**src/rtl/gate_test_pkg.sv**
```systemverilog
// Shared definitions for the gate self-test driver: FSM states, vector count
// and truth tables for the lab gates. Truth-table bit index is {a,b}.
package gate_test_pkg;

  typedef enum logic [1:0] {
    IDLE   = 2'd0,
    SETTLE = 2'd1,
    SAMPLE = 2'd2,
    DONE   = 2'd3
  } state_e;

  localparam int NUM_VECTORS = 4;

  localparam logic [NUM_VECTORS-1:0] TT_AND  = 4'b1000;
  localparam logic [NUM_VECTORS-1:0] TT_OR   = 4'b1110;
  localparam logic [NUM_VECTORS-1:0] TT_XOR  = 4'b0110;
  localparam logic [NUM_VECTORS-1:0] TT_NAND = 4'b0111;

endpackage

```
**src/rtl/gate_tester.sv**
```systemverilog
// On a start pulse, walks {a,b} through 00..11, holds each vector SETTLE_CYCLES
// cycles, samples gate_c once, and records mismatches against EXPECT.
module gate_tester
  import gate_test_pkg::*;
#(
  parameter int                     SETTLE_CYCLES = 2,
  parameter logic [NUM_VECTORS-1:0] EXPECT        = TT_AND
) (
  input  logic                   clk,
  input  logic                   rst,
  input  logic                   start,
  output logic                   gate_a,
  output logic                   gate_b,
  input  logic                   gate_c,
  output logic                   busy,
  output logic                   done,
  output logic                   pass,
  output logic [NUM_VECTORS-1:0] fail_vec,
  output state_e                 dbg_state
);

  localparam int CW = $clog2(SETTLE_CYCLES + 1);
  localparam logic [CW-1:0] CNT_LAST = CW'(SETTLE_CYCLES - 1);

  state_e                 state_q, state_d;
  logic [1:0]             vec_q, vec_d;
  logic [CW-1:0]          cnt_q, cnt_d;
  logic [NUM_VECTORS-1:0] fail_q, fail_d;
  logic                   pass_q, pass_d;

  always_ff @(posedge clk) begin
    if (rst) begin
      state_q <= IDLE;
      vec_q   <= '0;
      cnt_q   <= '0;
      fail_q  <= '0;
      pass_q  <= 1'b0;
    end else begin
      state_q <= state_d;
      vec_q   <= vec_d;
      cnt_q   <= cnt_d;
      fail_q  <= fail_d;
      pass_q  <= pass_d;
    end
  end

  always_comb begin
    state_d = state_q;
    vec_d   = vec_q;
    cnt_d   = cnt_q;
    fail_d  = fail_q;
    pass_d  = pass_q;
    unique case (state_q)
      IDLE: begin
        if (start) begin
          vec_d   = '0;
          cnt_d   = '0;
          fail_d  = '0;
          pass_d  = 1'b0;
          state_d = SETTLE;
        end
      end
      SETTLE: begin
        cnt_d = cnt_q + 1'b1;
        if (cnt_q == CNT_LAST) state_d = SAMPLE;
      end
      SAMPLE: begin
        fail_d[vec_q] = (gate_c != EXPECT[vec_q]);
        if (vec_q == 2'd3) begin
          state_d = DONE;
        end else begin
          vec_d   = vec_q + 2'd1;
          cnt_d   = '0;
          state_d = SETTLE;
        end
      end
      DONE: begin
        // fail_q already holds the last vector's result, written in SAMPLE
        pass_d  = ~|fail_q;
        vec_d   = '0;
        state_d = IDLE;
      end
      default: state_d = IDLE;
    endcase
  end

  assign gate_a    = vec_q[1];
  assign gate_b    = vec_q[0];
  assign busy      = (state_q == SETTLE) || (state_q == SAMPLE);
  assign done      = (state_q == DONE);
  assign pass      = pass_q;
  assign fail_vec  = fail_q;
  assign dbg_state = state_q;

endmodule

```
**config.mk**
```make
export PLATFORM = sky130hd
export DESIGN_NAME = gate_tester
export DESIGN_NICKNAME = d
export VERILOG_FILES = /design/src/rtl/gate_test_pkg.sv /design/src/rtl/gate_tester.sv
export SDC_FILE = /design/constraint.sdc
export NUM_CORES = 1
export LEC_CHECK = 0
export CAP_MARGIN = 20
export CORE_MARGIN = 2
export CORE_UTILIZATION = 52
export DETAILED_ROUTE_END_ITERATION = 16
export PLACE_DENSITY = 0.89
export SLEW_MARGIN = 15
export SYNTH_ARGS = -nofsm -noshare
export SYNTH_HDL_FRONTEND = slang
export SYNTH_SLANG_ARGS = --single-unit
```
**constraint.sdc**
```tcl
create_clock -name clk -period 3.65 [get_ports clk]
set_clock_uncertainty 0.2 [all_clocks]
set_input_delay 0.5475 -clock clk [delete_from_list [all_inputs] [get_ports clk]]
set_output_delay 0.5475 -clock clk [all_outputs]
set_load 0.05 [all_outputs]
```
==> results.md, run 1 <==
Global routing:
- The total global routing track utilization is 19.3%.
- The largest net degree at the start of global routing is 9.
- The total global routing overflow is 0.
- The number of global-route vias before repair is 487.
- The first global-routing pass estimated 2040 µm of wire.
- The initial antenna violation count is 0.

STA:
- The final setup TNS is 0 ns.
- The relative max-transition margin is 67.1%.
- The final number of max-transition violations is 0.
- The final count of hold timing violations is 0.
- The minimum clock period after layout is approximately 2.6 ns.
- Setup repair after global routing left no endpoint under its margin.
- At the pin with the least slew margin, the transition time is a little under 0.5 ns.
- The maximum frequency from static timing analysis is between 0.3 and 0.4 GHz.
- Of the available clock period, the critical path in the final layout requires between 70% and 80%.
- Final hold analysis gives a worst-case slack of around 0.28 ns.
- The total of endpoints with negative setup slack in the final report is 0.

Drt:
- The first-pass iteration count of the detailed router is 4.
- Dividing the detail-routed via count by the number of cells gives 5.67.
- The vias after detailed routing is ~600.
- In the final routed layout, each cell accounts on average for 12.9 µm.
- The total wire length is between 1000 and 1500 µm.
- The number of nets still failing antenna checks after routing is 0.
- After the first detailed-routing iteration, the DRC count stood at 11.
- The number of remaining DRC errors is 0.

Worst setup path:
- The cell with the largest stage delay on the worst path is clkdlybuf4s50_1.
- STA puts the critical path data required time at 2.90 ns.
- Along the worst path, the maximum fanout reaches 6.
- The stage delay of the slowest cell on the critical path is slightly below 0.8 ns.
- The critical path class is flop to primary output.
- The worst setup path is launched from a flop.
- For the worst setup path, the data arrival time is 1.89 ns.
- Traced cell by cell, the critical path runs through inv_1 -> ha_1 -> clkdlybuf4s50_1.
- Counting cells, the worst reg-to-reg path comes to 5.
- STA classifies the critical path endpoint as a primary output.
- The register-to-register path setup slack is 1.86 ns.

Clock tree:
- Buffers inserted during clock tree synthesis total 3.
- The later pin in the worst-skew pair is clocked with a latency of 0.27 ns.
- The clock drives 11 sinks.
- Clock-pin slew was measured on the worst setup and hold paths at 0.07 ns.
- After clock tree synthesis, the setup repair step added 0 buffers.
- CTS built an H-tree with a depth of 1.
- TritonCTS built the clock tree.
- In this run, post-CTS hold repair placed 0 buffers.
- The number of gates resized after cts is 0.
- The deepest clock path buffer count is 2.
- The CTS root buffer is clkbuf_4.

Hold path:
- The worst hold path stage count is 2.
- The path type of the worst min-delay path is flop to flop.

Floorplanning:
- The total core area is 1280 µm².
- Pin placement for this block handled 15 I/O pins.
- The die extent in y is 41.0 µm.
- The count of standard-cell rows is 13.
- The floorplan step defined a die boundary enclosing between 1500 and 2000 µm².
- In this run the horizontal extent of the chip is 41.0 µm.
- Once the floorplan was initialized, standard cells occupied 55.3% of the core.

Logic synthesis:
- The synthesized netlist occupies a cell area of 711 µm².
- In the post-synthesis netlist, the biggest area contributors are dfxtp_1 (31%), ha_1 (19%), a32o_1 (4.2%).
- The sequential share of the synthesized area is 31.0%.
- Yosys printed 0 warnings.
- In the synthesized netlist, the cells that appear most often are dfxtp_1 (11), ha_1 (11), inv_1 (8), a21oi_1 (5), nand2_1 (5).
- The netlist uses 27 different library cells.
- The cell taking the most area after synthesis is dfxtp_1.
- The number of enable-type register cells in the synthesized netlist is 0.
- Synthesis inferred 11 register bits.
- The most used flip-flop cell after synthesis is dfxtp_1.
- Counting every net in the synthesized netlist gives 90.
- The area share of the leading cell type in the synthesized netlist is 31.0%.
- The synthesized area per cell is 9.48 µm².
- Counting flops with an async set or reset pin after synthesis yields a share of 0%.
- The cell count after synthesis came out at 75.

Final layout:
- Fill cells in the final layout number 114.
- The layout-stage area growth over the synthesis result is 25.4%.
- Cells with a size suffix above 1 make up 9.78% of the layout.
- The final net count is 108.
- The number of inserted diodes is 0.
- The number of non-filler instances in the completed layout is 107.

Place:
- Including well taps, the total number of placed cells is between 100 and 150.
- The count of input and output buffers is 14.
- The HPWL after detailed placement is 1040 µm.
- The congestion estimate from routability-driven global placement came to 0.736.

Run:
- The number of maximum-capacitance constraint violations is 0.

Pwr:
- The highest ir drop seen on vdd is 0.529 mV.
- After layout, the design draws a total of approximately 560 µW.
- The power density normalized to cell area is 624 nW/µm².
- The analysis attributes to cell leakage a power of 0.000364 µW.

Status:
- The run finished with clean final reports.
==> where the power goes <==
group / internal (µW) / switching (µW)
sequential: 136 / 19.8
combinational: 117 / 197
clock: 42.4 / 43.0
==> final cells by class <==
type,instances,area (µm²),area share [%]
multi-input cells,54,452,50.7
flip-flops and latches,11,220,24.7
repair buffers,14,140,15.7
inverters,9,33.8,3.79
clock buffers,4,26.3,2.95
well taps,15,18.8,2.11
==> routing by layer <==
layer	part of all wire [%]	track usage [%]	vias up	wire length, µm
met2	43	30.9	18	598
met5	0	0	-	0
met4	2.5	12.5	0	34
li1	-	-	309	-
met1	49	23.4	275	676
met3	5.3	3.26	5	74
==> placed cells by master, fill, tap and decap left out <==
cell / netlist / final
nor4b_4: 1 / 1
o21ai_1: 4 / 4
nand2b_2: 1 / 1
clkdlybuf4s50_1: 0 / 14
o311ai_1: 2 / 2
nor4_1: 1 / 1
o41ai_2: 1 / 1
nor2b_1: 2 / 2
ha_1: 11 / 11
inv_2: 1 / 1
o211ai_1: 1 / 1
nand3_1: 4 / 4
clkbuf_4: 0 / 3
nor2_1: 1 / 1
nor2b_4: 1 / 1
and2_1: 1 / 1
dfxtp_1: 11 / 11
inv_1: 8 / 8
nand2_1: 5 / 5
nand4_1: 2 / 2
a32o_1: 3 / 3
o31ai_1: 3 / 3
nand2b_1: 1 / 1
mux2i_1: 1 / 1
clkbuf_1: 0 / 1
a41o_1: 1 / 1
a211oi_1: 1 / 1
a21oi_1: 5 / 5
mux2_4: 1 / 1
==> worst paths after layout <==
kind / from / to
setup / recovery: dbg_state[0] / busy
hold / removal: cnt_q[1] / cnt_q[1]
setup reg to reg: dbg_state[0] / vec_q[1]
hold reg to reg: cnt_q[1] / cnt_q[1]
==> state kept, by name, indices dropped and copies added, names as in the netlist <==
register	cells
fail_vec	4
cnt_q	2
pass	1
dbg_state	2
vec_q	2
==> kinds of logic (layout without fill, tap and decap cells) <==
group | count (synthesis) | after routing | synth area share (%)
flops | 11 | 11 | 31.0
fa+ha+maj | 11 | 11 | 19.4
simple gates | 20 | 20 | 18.7
mux | 2 | 2 | 3.52
buf+inv | 10 | 27 | 5.46
compound gates | 21 | 21 | 22.0
==> per-stage QoR <==
step	setup slack [ns]	utilization (%)	area, µm²
4_1_cts	1.01	69.3	891
5_1_grt	0.969	69.3	891
3_5_place_dp	1.32	67.3	865
6_report	1.01	69.3	891
3_3_place_gp	1.35	67.3	865
2_1_floorplan	1.47	-	711
==> critical path: cells and delay by family, from the launching register on <==
| family | cells | cell delay [ns] |
|---|---|---|
| buf+inv | 2 | 0.90 |
| fa+ha+maj | 1 | 0.29 |
| flops | 1 | 0.42 |
Power figures use the tool's default switching activity.
==> run 2, diff against run 1 <==
--- a/config.mk
+++ b/config.mk
@@ -6,10 +6,11 @@
 export NUM_CORES = 1
 export LEC_CHECK = 0
 export CAP_MARGIN = 20
+export CORE_ASPECT_RATIO = 1.1
 export CORE_MARGIN = 2
-export CORE_UTILIZATION = 52
+export CORE_UTILIZATION = 48
 export DETAILED_ROUTE_END_ITERATION = 16
-export PLACE_DENSITY = 0.89
+export PLACE_DENSITY = 0.84
 export SLEW_MARGIN = 15
 export SYNTH_ARGS = -nofsm -noshare
 export SYNTH_HDL_FRONTEND = slang
==> constraint.sdc (replaced) <==
create_clock -name clk -period 2.6 [get_ports clk]
set_clock_uncertainty 0.2 [all_clocks]
set_input_delay 0.39 -clock clk [delete_from_list [all_inputs] [get_ports clk]]
set_output_delay 0.39 -clock clk [all_outputs]
set_load 0.05 [all_outputs]
==> run 2 against run 1 <==
Net effect:
- critical path depth stayed put
- first-iteration DRC count is 100% higher
- flip-flop and latch count stayed put
- critical endpoint unchanged
- largest power group unchanged
- highest routed layer unchanged
==> results.md, run 2 (synthesis results as in run 1) <==
Final layout:
- The number of non-filler instances in the completed layout is 108 (+0.93%).
- The combined area of the multi-input logic cells is 452 µm² (unchanged).
- Relative to the synthesized area, the layout overhead comes to 25.5%.
- The flip-flop count of the largest register, all copies and words added came to 4 (unchanged).
- The top cell types in the final layout, fill and taps aside, are clkdlybuf4s50_1 (14), ha_1 (11), dfxtp_1 (11).
- The final net count is 108 (unchanged).
- The most common library cell in the layout ignoring fill and taps is clkdlybuf4s50_1.
- The layout cell share with drive strength beyond 1 is 9.78% (unchanged).
- The number of inserted diodes is 0 (unchanged).
- The sequential standard cell area is 220 µm² (unchanged).
- The total of fill cells in the finished design is 111 (-2.6%).
- The final core utilization is 64.5% (-4.9 points).

Worst setup path:
- The cell count of the worst reg-to-reg path came to 5 (unchanged).
- The startpoint type of the worst setup path is a flop.
- The critical path buffer and inverter count is 2 (unchanged).
- Among cell families on the critical path, the largest total delay comes from buffers and inverters.
- The stage delay of the slowest cell on the critical path is 0.79 ns (about the same).
- The arrival time at the worst endpoint is 1.92 ns (+0.03 ns).
- The critical path in this run is classified as flop to primary output.
- The slowest stage of the critical path is the clkdlybuf4s50_1 cell.
- The data required time at the worst endpoint is 2.01 ns (-0.89 ns).
- The register-to-register path setup slack was 0.73 ns (-1.13 ns).
- The worst setup path is captured at a primary output.
- The worst register-to-register path begins at dbg_state[0].
- In this run the critical register-to-register path is captured at vec_q[1].
- The signal on the critical path passes through inv_1 -> ha_1 -> clkdlybuf4s50_1.
- The largest fanout on the critical path is 6 (unchanged).

Drt:
- The average wire per standard cell is 12.9 µm (-0.50%).
- The number of remaining DRC errors is 0 (unchanged).
- The vias after detailed routing was 611 (+0.66%).
- The per-cell via count in the routed design is 5.66 (-0.27%).
- The first-pass iteration count of the detailed router was 4 (unchanged).
- The total wire length is 1390 µm (+0.43%).
- The number of nets still failing antenna checks after routing is 0 (unchanged).
- The count of routing violations after the opening detailed-route iteration is 22 (+11).

Place:
- The placer's final routability congestion estimate is 0.818 (+11%).
- The post-placement cell count is 104 (+0.97%).
- The count of input and output buffers is 14 (unchanged).
- The post-DP HPWL is 1050 µm (+1.4%).

Clock tree:
- The hold-fix buffer count after cts is 0 (unchanged).
- The deepest clock path buffer count is 2 (unchanged).
- The CTS clock-pin slew for the worst setup and hold paths is 0.07 ns (about the same).
- The tree is rooted in a clkbuf_4.
- TritonCTS built the clock tree.
- The setup fix buffers added after clock tree synthesis is 0 (unchanged).
- The number of gates resized after cts is 0 (unchanged).
- The clock latency of the later-clocked register in the worst-skew pair is 0.27 ns (about the same).
- The clock buffer count from CTS was 3 (unchanged).
- The number of levels in the clock H-tree is 1 (unchanged).
- The number of sinks driven by the clock tree came to 11 (unchanged).

STA:
- The total of endpoints with negative setup slack in the final report is 0 (unchanged).
- Based on the critical path, the design can be clocked at up to roughly 0.40 GHz.
- The final count of hold timing violations is 0 (unchanged).
- The clock period could shrink to 2.51 ns.
- Setup repair after global routing left no endpoint under its margin.
- The final number of max-transition violations was 0 (unchanged).
- The final critical-path share of the clock period is a little over nine tenths.
- The final setup TNS is 0 ns (unchanged).
- The relative max-transition margin is 66.6% (-0.56 points).
- The transition time at the pin with the least slew margin is 0.500 ns (+0.00839 ns).

Hold path:
- The worst hold path stage count is 2 (unchanged).
- The hold-critical path endpoint is cnt_q[1].
- The source of the worst hold timing path is cnt_q[1].
- In this run the worst hold path is classified as flop to flop.

Global routing:
- The number of global-route vias before repair came to 553 (+14%).
- The initial antenna violation count was 0 (unchanged).
- The wire length of the first global-routing pass is 2260 µm (+11%).
- The total global routing track utilization is 18.4% (-0.88 points).
- The largest net degree at the start of global routing is 9 (unchanged).
- The total global routing overflow came to 0 (unchanged).

Floorplanning:
- The number of I/O pins was 15 (unchanged).
- The initial cell density of the core was 51.4% (-4.0 points).
- The total core area was 1380 µm² (+7.7%).
- The die extent in y is 44.4 µm (+8.3%).
- The area of the die is 1800 µm² (+7.5%).
- The overall die width came to 40.7 µm (-0.70%).
- The count of standard-cell rows is 14 (+1).

Pwr:
- The post-route total power is 784 µW (+41%).
- The highest ir drop seen on vdd is 0.662 mV (+25%).
- The leakage dissipation is 0.000364 µW (unchanged).
- The power density normalized to cell area came to 879 nW/µm² (+41%).

Run:
- The number of maximum-capacitance constraint violations is 0 (unchanged).

Status:
- The flow ran to the end, and the final reports show no timing, DRC or antenna violations.
==> run 2: cell counts in the layout (fill, tap and decap cells not counted) <==
No cell type changed its count.
==> run 2: worst max-delay path by stage <==
stage | slack [ns] | cells past startpoint | startpoint | to
after floorplan | 0.55 | 5 | dbg_state[0] | vec_q[1]
after global placement | 0.46 | 3 | dbg_state[0] | busy
after detailed placement | 0.39 | 3 | dbg_state[0] | busy
after CTS | 0.08 | 3 | dbg_state[0] | busy
after global routing | 0.06 | 3 | dbg_state[0] | busy
final | 0.09 | 3 | dbg_state[0] | busy
==> run 2: cell type report <==
class,instances,area share [%]
inverter,9,3.79
tap,16,2.24
multi-input combinational,54,50.6
clock buffer,4,2.95
timing repair buffer,14,15.7
sequential,11,24.7
==> run 2: power breakdown <==
group          internal, µW  leakage (µW)  switching [µW]  total [µW]
Combinational           164      0.000260             278         442
Sequential              191     0.0000892            28.2         220
Clock                  59.5     0.0000150            62.9         122
Total                   415      0.000364             369         784
==> run 2: worst register-to-register path: stages, from the launching register on <==
cell and delay (ns):
dfxtp_1 0.44, inv_1 0.12, ha_1 0.31, and2_1 0.23, o311ai_1 0.31, o41ai_2 0.13
==> run 2: metal layers <==
layer,vias up,part of all wire (%),GRT usage [%]
li1,314,-,-
met5,-,0,0
met4,0,2.9,12.0
met1,280,51,24.5
met3,5,3.5,3.02
met2,12,43,26.7
==> run 2: metrics by stage <==
stage                     setup WS [ns]  hold slack [ns]  instance area (µm²)
after floorplan                   0.554            0.244                  711
after global placement            0.456            0.255                  866
after detailed placement          0.390            0.263                  866
after CTS                        0.0825            0.274                  892
after global routing             0.0583            0.309                  892
final                            0.0913            0.268                  892
